[src/rtl/orders_and_points.sv]
`timescale 1ns/1ps
// orders_and_points
// -----------------
// Keeps the four customer order slots, their per-second countdowns and the
// team score while a round is being played. A private one-second timebase
// only advances while the game is running, so pausing freezes every timer.
//
// Ports
//   clock        : system clock (single domain)
//   reset        : synchronous, active-high reset
//   game_state   : 0 welcome, 1 intro, 2 running, 3 paused, 4 finished
//   serve        : one-cycle pulse, a finished dish was handed over
//   orders       : active flag per order slot
//   order_times  : seconds left per slot, 31 when the slot is empty
//   point_total  : score, saturating between 0 and 1023
//   serve_ack    : one-cycle pulse one cycle after each accepted serve
//   serve_hit    : qualifies serve_ack, 1 when an order was fulfilled
module orders_and_points #(
  parameter int TICK_CYCLES    = 100_000_000,
  parameter int SPAWN_PERIOD   = 20,
  parameter int ORDER_TIME     = 30,
  parameter int SERVE_POINTS   = 20,
  parameter int EXPIRE_PENALTY = 10
) (
  input  logic            clock,
  input  logic            reset,
  input  logic [2:0]      game_state,
  input  logic            serve,
  output logic [3:0]      orders,
  output logic [3:0][4:0] order_times,
  output logic [9:0]      point_total,
  output logic            serve_ack,
  output logic            serve_hit
);

  typedef enum logic [2:0] {
    GS_WELCOME  = 3'd0,
    GS_INTRO    = 3'd1,
    GS_RUNNING  = 3'd2,
    GS_PAUSED   = 3'd3,
    GS_FINISHED = 3'd4
  } game_state_e;

  localparam int                TICK_W       = (TICK_CYCLES > 1) ? $clog2(TICK_CYCLES) : 1;
  localparam logic [TICK_W-1:0] TICK_LAST    = TICK_W'(TICK_CYCLES - 1);
  localparam logic [4:0]        IDLE_TIME    = 5'd31;
  localparam logic [4:0]        ORDER_INIT   = 5'(ORDER_TIME);
  localparam logic [7:0]        SPAWN_RELOAD = 8'(SPAWN_PERIOD);
  localparam logic [11:0]       SERVE_BASE   = 12'(SERVE_POINTS);
  localparam logic [11:0]       PENALTY_UNIT = 12'(EXPIRE_PENALTY);
  localparam logic [9:0]        SCORE_MAX    = 10'd1023;

  // Registered state
  logic [TICK_W-1:0] tick_cnt_q, tick_cnt_d;
  logic [7:0]        spawn_cnt_q, spawn_cnt_d;
  logic [3:0]        orders_q, orders_d;
  logic [3:0][4:0]   times_q, times_d;
  logic [9:0]        points_q, points_d;
  logic              ack_q, ack_d;
  logic              hit_q, hit_d;

  // Intermediate values for a running cycle
  logic              running;
  logic              tick;
  logic              serve_fire;
  logic [TICK_W-1:0] tick_cnt_run;
  logic              target_found;
  logic [1:0]        target_idx;
  logic [4:0]        target_time;
  logic              free_found;
  logic [1:0]        free_idx;
  logic              spawn_fire;
  logic [7:0]        spawn_cnt_run;
  logic [3:0]        orders_run;
  logic [3:0][4:0]   times_run;
  logic [2:0]        expire_cnt;
  logic [11:0]       reward;
  logic [11:0]       penalty;
  logic [11:0]       score_sum;
  logic [9:0]        points_run;

  // One-second timebase: counts only while running and fires on the last
  // count of the second, so a pause resumes mid-second where it left off.
  always_comb begin
    running      = (game_state == GS_RUNNING);
    serve_fire   = running && serve;
    tick         = running && (tick_cnt_q == TICK_LAST);
    tick_cnt_run = tick ? '0 : tick_cnt_q + TICK_W'(1);
  end

  // Serve target: the active slot with the least time left. The strict
  // less-than keeps the lowest index on ties.
  always_comb begin
    target_found = 1'b0;
    target_idx   = 2'd0;
    target_time  = IDLE_TIME;
    for (int i = 0; i < 4; i++) begin
      if (orders_q[i] && (!target_found || (times_q[i] < target_time))) begin
        target_found = 1'b1;
        target_idx   = 2'(i);
        target_time  = times_q[i];
      end
    end
  end

  // Spawn destination: lowest slot that was already empty before this cycle,
  // so slots freed by a serve or expiry this cycle are not reused until the
  // next spawn. Scanning downward leaves the lowest free index last.
  always_comb begin
    free_found = 1'b0;
    free_idx   = 2'd0;
    for (int i = 3; i >= 0; i--) begin
      if (!orders_q[i]) begin
        free_found = 1'b1;
        free_idx   = 2'(i);
      end
    end
  end

  // Spawn countdown in seconds; reloads whenever it runs out, even if the
  // board is full and the new order has nowhere to go.
  always_comb begin
    spawn_fire    = 1'b0;
    spawn_cnt_run = spawn_cnt_q;
    if (tick) begin
      if (spawn_cnt_q <= 8'd1) begin
        spawn_fire    = 1'b1;
        spawn_cnt_run = SPAWN_RELOAD;
      end else begin
        spawn_cnt_run = spawn_cnt_q - 8'd1;
      end
    end
  end

  // Slot update. The serve is judged on pre-tick values and the served slot
  // is excluded from this second's countdown; all other active slots count
  // down and expire when they would drop below one second.
  always_comb begin
    orders_run = orders_q;
    times_run  = times_q;
    expire_cnt = 3'd0;
    if (serve_fire && target_found) begin
      orders_run[target_idx] = 1'b0;
      times_run[target_idx]  = IDLE_TIME;
    end
    if (tick) begin
      for (int i = 0; i < 4; i++) begin
        if (orders_q[i] && !(serve_fire && target_found && (target_idx == 2'(i)))) begin
          if (times_q[i] > 5'd1) begin
            times_run[i] = times_q[i] - 5'd1;
          end else begin
            orders_run[i] = 1'b0;
            times_run[i]  = IDLE_TIME;
            expire_cnt    = expire_cnt + 3'd1;
          end
        end
      end
    end
    if (spawn_fire && free_found) begin
      orders_run[free_idx] = 1'b1;
      times_run[free_idx]  = ORDER_INIT;
    end
  end

  // Score: 12-bit sum of old score, serve reward and expiry penalties, read
  // as two's complement and clamped into the 10-bit display range.
  always_comb begin
    reward    = (serve_fire && target_found) ? (SERVE_BASE + {7'd0, target_time}) : 12'd0;
    penalty   = PENALTY_UNIT * {9'd0, expire_cnt};
    score_sum = {2'b00, points_q} + reward - penalty;
    if (score_sum[11]) begin
      points_run = 10'd0;
    end else if (score_sum > {2'b00, SCORE_MAX}) begin
      points_run = SCORE_MAX;
    end else begin
      points_run = score_sum[9:0];
    end
  end

  // Game-state gating: intro wipes the board for the next round, running
  // applies this cycle's updates, every other state freezes everything and
  // swallows serves without acknowledging them.
  always_comb begin
    tick_cnt_d  = tick_cnt_q;
    spawn_cnt_d = spawn_cnt_q;
    orders_d    = orders_q;
    times_d     = times_q;
    points_d    = points_q;
    ack_d       = 1'b0;
    hit_d       = 1'b0;
    case (game_state)
      GS_INTRO: begin
        tick_cnt_d  = '0;
        spawn_cnt_d = 8'd1;
        orders_d    = 4'd0;
        times_d     = {4{IDLE_TIME}};
        points_d    = 10'd0;
      end
      GS_RUNNING: begin
        tick_cnt_d  = tick_cnt_run;
        spawn_cnt_d = spawn_cnt_run;
        orders_d    = orders_run;
        times_d     = times_run;
        points_d    = points_run;
        ack_d       = serve_fire;
        hit_d       = serve_fire && target_found;
      end
      default: begin
      end
    endcase
  end

  // State register; reset drops any pending acknowledge.
  always_ff @(posedge clock) begin
    if (reset) begin
      tick_cnt_q  <= '0;
      spawn_cnt_q <= 8'd1;
      orders_q    <= 4'd0;
      times_q     <= {4{IDLE_TIME}};
      points_q    <= 10'd0;
      ack_q       <= 1'b0;
      hit_q       <= 1'b0;
    end else begin
      tick_cnt_q  <= tick_cnt_d;
      spawn_cnt_q <= spawn_cnt_d;
      orders_q    <= orders_d;
      times_q     <= times_d;
      points_q    <= points_d;
      ack_q       <= ack_d;
      hit_q       <= hit_d;
    end
  end

  assign orders      = orders_q;
  assign order_times = times_q;
  assign point_total = points_q;
  assign serve_ack   = ack_q;
  assign serve_hit   = hit_q;

endmodule

[config.mk]
export PLATFORM = sky130hd
export DESIGN_NAME = orders_and_points
export DESIGN_NICKNAME = d
export VERILOG_FILES = /design/src/rtl/orders_and_points.sv
export SDC_FILE = /design/constraint.sdc
export NUM_CORES = 1
export LEC_CHECK = 0
export ABC_AREA = 0
export ABC_CLOCK_PERIOD_IN_PS = 29900
export CAP_MARGIN = 20
export CORE_UTILIZATION = 45
export CTS_BUF_LIST = sky130_fd_sc_hd__clkbuf_16
export CTS_CLUSTER_SIZE = 30
export DETAILED_ROUTE_END_ITERATION = 7
export GPL_TIMING_DRIVEN = 0
export HOLD_SLACK_MARGIN = 0.15
export REMOVE_ABC_BUFFERS = 1
export SLEW_MARGIN = 30
export SYNTH_ARGS = -nofsm -noshare
export SYNTH_HDL_FRONTEND = slang
export SYNTH_SLANG_ARGS = --single-unit
[constraint.sdc]
create_clock -name clock -period 29.9 [get_ports clock]
set_clock_uncertainty 0.05 [all_clocks]
set_input_delay 4.485 -clock clock [delete_from_list [all_inputs] [get_ports clock]]
set_output_delay 4.485 -clock clock [all_outputs]
set_load 0.02 [all_outputs]
==> out/qor.csv <==
stage,metric,value,unit
clock_tree,Post-CTS Setup Repair Bufs,0,
final_layout,layout cells sized above 1,5.75,%
final_layout,Nets,777,
floorplan,starting density of the core,47.0,%
timing,"Slew Viols, Final",0,
floorplan,die area,12000,µm²
hold_path,Worst Hold Class,reg -> reg,
status,status,completed,
clock_tree,"CTS clk-pin slew, worst paths",0.06,ns
worst_setup_path,WP data arrival,11.09,ns
worst_setup_path,critical path's largest stage delay,0.52,ns
global_route,first-pass GRT wire length,22.3,mm
worst_setup_path,worst setup path class,in -> reg,
placement,I/O Buffers,41,
timing,Setup-failing EPs final,0,
synth,sequential area share after synthesis,27.3,%
global_route,vias in the first global route,4509,
synth,Synth Flop Type,dfxtp_1,
final_layout,"non-filler cells, final",870,
drt,WL/cell,15.2,µm
synth,#FFs+latches synth,71,
run,maxcap violations,0,
pwr,maximum VDD drop,0.0757,mV
timing,min Tclk post-route,10.92,ns
final_layout,design area,6040,µm²
clock_tree,CTS tree,built,
synth,ys async rst share,0,%
timing,RSZ-0062 raised after global routing,no,
placement,Post-DP HPWL,9.63,mm
drt,routed vias,4929,
final_layout,Fillers,1084,
floorplan,I/O pin count,42,
drt,violation count after the first detailed-routing iteration,245,
final_layout,final antenna diode count,0,
clock_tree,CTS buffer count,9,
worst_setup_path,CP Launch Type,primary input,
floorplan,FP Rows,38,
pwr,Cell Pwr Density,63.0,nW/µm²
floorplan,Die W,110,µm
synth,synthesized cell area,5210,µm²
final_layout,Area Overhead vs Synth,16.0,%
worst_setup_path,worst-path fanout max,10,
drt,antenna-violating nets left,0,
clock_tree,CTS resizes,0,
synth,Synthesis Warnings,0,
clock_tree,Post-CTS Hold Buffers,0,
clock_tree,clk_lat worst skew,0.35,ns
timing,relative slew slack,43.3,%
timing,Highest Clock Rate,0.0916,GHz
worst_setup_path,CP endpoint kind,flop,
worst_setup_path,cell repeated most along the worst path,ha_1,
clock_tree,CTS sink cnt,71,
timing,final hold vios,0,
final_layout,"commonest cells after routing, fill and taps aside","96 x nor2_1, 72 x nand2_1, 71 x dfxtp_1",
floorplan,die outline height,110,µm
drt,routed wire length,13.2,mm
drt,vias per cell,5.67,
synth,Netlist cell types,67,
pwr,Leak,0.00241,µW
drt,Remaining DRCs,0,
synth,Syn Area/Cell,7.51,µm²
floorplan,Core Area,11100,µm²
global_route,GR Util All Layers,23.8,%
global_route,largest net degree at the start of global routing,24,
placement,GP Congestion,0.844,
timing,Slew @ Worst Pin,0.847,ns
timing,setup TNS,0,ns
timing,Final Cycle Share,36.5,%
clock_tree,htree depth,3,
worst_setup_path,Crit path required time,30.07,ns
final_layout,Final Util,54.6,%
synth,Post-Syn Instances,694,
drt,DRT Pass-1 Iters,4,
global_route,GRT Residual Overflow,0,
clock_tree,Clk Tree Root Cell,clkbuf_16,
pwr,overall power,381,µW
global_route,initial antenna violation count,0,
worst_setup_path,Worst path slowest cell,or4_1,
clock_tree,maximum clock path buffer count,2,
final_layout,"commonest non-fill, non-tap cell in the layout",nor2_1,
synth,Post-synth EDFFs,0,
placement,placed cells,854,
placement,"Cell Area, Placed",5750,µm²
## worst paths after layout
path / slack (ns) / startpoint / endpoint / depth (start not counted)
max: 18.98 / game_state[0] / point_total[9]$_SDFFE_PP0P_ / 27
min reg2reg: 0.42 / tick_cnt_q[21]$_SDFFE_PP0P_ / tick_cnt_q[21]$_SDFFE_PP0P_ / 1
max reg2reg: 19.28 / orders[0]$_SDFFE_PP0P_ / point_total[9]$_SDFFE_PP0P_ / 45
min: 0.42 / tick_cnt_q[21]$_SDFFE_PP0P_ / tick_cnt_q[21]$_SDFFE_PP0P_ / 1
## worst max-delay path: cells and delay by family
kind | cells | cell delay, ns
buf+inv | 4 | 0.62
xor+xnor | 1 | 0.13
simple gates | 7 | 1.99
compound gates | 6 | 1.35
mux | 2 | 0.48
fa+ha+maj | 7 | 2.02
## synthesized netlist by cell type (3+ instances only)
| master | number | area (µm²) |
|---|---|---|
| and2_1 | 7 | 43.8 |
| or4_1 | 3 | 22.5 |
| nor2b_1 | 9 | 56.3 |
| nand2b_1 | 10 | 62.6 |
| o21ai_0 | 64 | 320 |
| a311oi_1 | 3 | 26.3 |
| a31oi_1 | 10 | 62.6 |
| a211oi_1 | 3 | 22.5 |
| a2bb2oi_1 | 5 | 43.8 |
| a41o_1 | 3 | 30.0 |
| nand4_1 | 7 | 43.8 |
| inv_1 | 46 | 173 |
| or3_1 | 3 | 18.8 |
| xnor2_1 | 15 | 131 |
| nand2_1 | 72 | 270 |
| nor2_1 | 98 | 368 |
| nor3_1 | 28 | 140 |
| o21a_1 | 8 | 60.1 |
| mux2i_1 | 6 | 60.1 |
| o211ai_1 | 4 | 30.0 |
| or2_2 | 3 | 18.8 |
| xor2_1 | 5 | 43.8 |
| nor4_1 | 7 | 43.8 |
| fa_1 | 5 | 100 |
| a21boi_0 | 3 | 22.5 |
| a21o_1 | 6 | 45.0 |
| o31ai_1 | 10 | 75.1 |
| ha_1 | 41 | 513 |
| a21oi_1 | 39 | 195 |
| clkbuf_1 | 17 | 63.8 |
| dfxtp_1 | 71 | 1420 |
| buf_2 | 3 | 15.0 |
| o311a_1 | 4 | 40.0 |
| and3_1 | 5 | 31.3 |
| nand3_1 | 25 | 125 |
| mux2_2 | 5 | 56.3 |
## metal layers
layer / vias to the layer above / routed length [µm] / part of all wire (%) / GRT usage (%)
met1: 2287 / 6460 / 49 / 31.8
met4: 0 / 232 / 1.8 / 8.76
met5: - / 0 / 0 / 0
met3: 18 / 477 / 3.6 / 3.38
met2: 90 / 6030 / 46 / 38.9
li1: 2534 / - / - / -
## where the power goes
group	total (µW)	internal, µW	switching, µW
registers	105	99.9	5.30
logic	165	70.0	95.1
clock network	110	64.9	45.5
total	381	235	146
## through the flow
stage	setup WS [ns]	hold WS (ns)
2_1_floorplan	19.99	0.380
3_5_place_dp	18.61	0.415
5_1_grt	18.39	0.438
4_1_cts	18.96	0.426
6_report	18.98	0.421
3_3_place_gp	18.76	0.401
## flip-flops by register name (all words and copies together), names as in the netlist
| name | count |
|---|---|
| serve_ack | 1 |
| point_total | 10 |
| tick_cnt_q | 27 |
| orders | 4 |
| serve_hit | 1 |
| order_times | 20 |
| spawn_cnt_q | 8 |
## kinds of logic after synthesis
| group | Yosys count | synth area share, % |
|---|---|---|
| AOI/OAI and AO/OA | 186 | 23.7 |
| xor gates and xnor gates | 21 | 3.80 |
| adders and majority gates | 46 | 11.8 |
| buffers and inverters | 70 | 5.43 |
| DFF | 71 | 27.3 |
| muxes | 11 | 2.23 |
| and+or+nand+nor | 289 | 25.8 |
## area by class of cell
cell class	instances	area [µm²]	share of cell area, %
timing repair buffer	44	448	7.41
inverter	46	173	2.86
tap	140	175	2.90
multi-input combinational	553	3530	58.4
clock buffer	9	225	3.73
clock inverter	7	71.3	1.18
sequential	71	1420	23.5
(Power assumes the default switching activity.)
==> patch (same settings) <==
The parameter `TICK_CYCLES` goes from 100_000_000 to 50_000_000.
--- a/src/rtl/orders_and_points.sv
+++ b/src/rtl/orders_and_points.sv
@@ -16,7 +16,7 @@
 //   serve_ack    : one-cycle pulse one cycle after each accepted serve
 //   serve_hit    : qualifies serve_ack, 1 when an order was fulfilled
 module orders_and_points #(
-  parameter int TICK_CYCLES    = 100_000_000,
+  parameter int TICK_CYCLES    = 50_000_000,
   parameter int SPAWN_PERIOD   = 20,
   parameter int ORDER_TIME     = 30,
   parameter int SERVE_POINTS   = 20,
Function: no difference found for any inputs over 10 cycles, from zero or initial values and one cycle with reset high; that may be too few to reach the edited logic, so the function may still have changed.
==> patch against the original RTL <==
First-iteration DRC count increased by 37%; global-route usage rose by 1.0 points; wire length up 11%; setup slack worse by 870 ps; synthesized area rose by 1.3%; final area up 0.27%; hold slack gained 1.7 ps; register-to-register slack worse by 1000 ps; total power shrank 8.5%; cell count is 0.69% higher; sequential cell count down 1; synthesized cell count rose by 1.3%; critical path depth is 3 higher; critical endpoint unchanged; largest power group unchanged.
==> patch: results (changes against the original RTL) <==
[final_layout]
syn_to_final_growth_pct = 14.8
largest_reg_flops = 26  ; -3.7%
seq_area_share_pct = 23.1  ; -0.39 points
num-fill-cells = 1137  ; +4.9%
final_layout_size_suffix_gt1_share_pct = 5.32  ; -0.43 points
instances_no_fill = 876  ; +0.69%
inv_count = 47  ; +2.2%
buffers = 43  ; -2.3%
final_nets = 782  ; +0.64%
utilization_pct = 53.1  ; -1.5 points
multi_input_area_sq_um = 3610  ; +2.2%

[power_and_ir_drop]
internal_power_uw = 217  ; -7.5%
p_leak_nw = 2.30  ; -4.4%
ir_drop_uv = 74.9  ; -1.1%
pwr-share-seq_pct = 30.0  ; +2.4 points
p_clk_uw = 95.6  ; -13%

[placement]
dpl.hpwl_microns = 10700  ; +11%
place_area_sq_um = 5800  ; +1.0%
place_inst = 862  ; +0.94%

[logic_synthesis]
postSynthAreaPerCell_sq_um = 7.51  ; about the same
ys_types = 73  ; +9.0%
synth_common_cells = nor2_1, dfxtp_1, nand2_1
synth_xor_area_share_pct = 2.75  ; -1.0 points
synth_area_leaders = dfxtp_1, ha_1, nor2_1
synth_compound_area_share_pct = 27.3  ; +3.6 points

[outcome]
status = completed

[drt]
wl_met3_microns = 785  ; +65%
totalWireLength_microns = 14600  ; +11%
drtPass1Iterations = 5  ; +1
wl_met1_microns = 6990  ; +8.3%
via_per_inst = 6.06  ; +7.0%
met2WireLength_microns = 6520  ; +8.1%
first_iter_violations = 336  ; +37%

[global_route]
grt_use_met3_pct = 5.29  ; +1.9 points
grt_pass1_wl_microns = 23400  ; +5.0%
grt_pass1_vias = 4758  ; +5.5%
grt_usage_pct = 24.8  ; +1.0 points

[worst_setup_path]
slowest_stage = nor2_2
cp_slowest_stage_delay_ps = 610  ; +90 ps
r2r_slack_ps = 18280  ; -1000 ps
path_delay_family = compound AO/OA/AOI/OAI gates
path_max_fanout = 15  ; +5
r2r.worst_path.cells = 44  ; -2.2%

[timing]
hold-worst-slack_ps = 422  ; +1.66 ps
tightest_slew_ps = 930  ; +82.8 ps

[cts]
cts_sinks = 70  ; -1.4%

[hold_path]
hold_start = point_total[1]$_SDFFE_PP0P_
worst_hold_path.num_cells = 2  ; +1

## patch: cell count changes after synthesis, sizes merged, moves of 6 or more
cell    before  now
a21oi       40   56
nor2        98   87
and3         5   14
a211oi       3   11
a31oi       10   18
nor3        28   20
nand2       72   65
o21ai       66   59
o31ai       10    3
nand3       25   19
## patch: worst max path at each step
stage / cells past startpoint / endpoint / slack, ps / start
2_1_floorplan: 30 / point_total[3]$_SDFFE_PP0P_ / 19390 / game_state[0]
3_3_place_gp: 30 / point_total[8]$_SDFFE_PP0P_ / 17590 / game_state[0]
3_5_place_dp: 31 / point_total[9]$_SDFFE_PP0P_ / 17850 / game_state[0]
4_1_cts: 30 / point_total[9]$_SDFFE_PP0P_ / 18210 / game_state[0]
5_1_grt: 45 / point_total[3]$_SDFFE_PP0P_ / 17410 / orders[0]$_SDFFE_PP0P_
6_report: 30 / point_total[9]$_SDFFE_PP0P_ / 18110 / game_state[0]
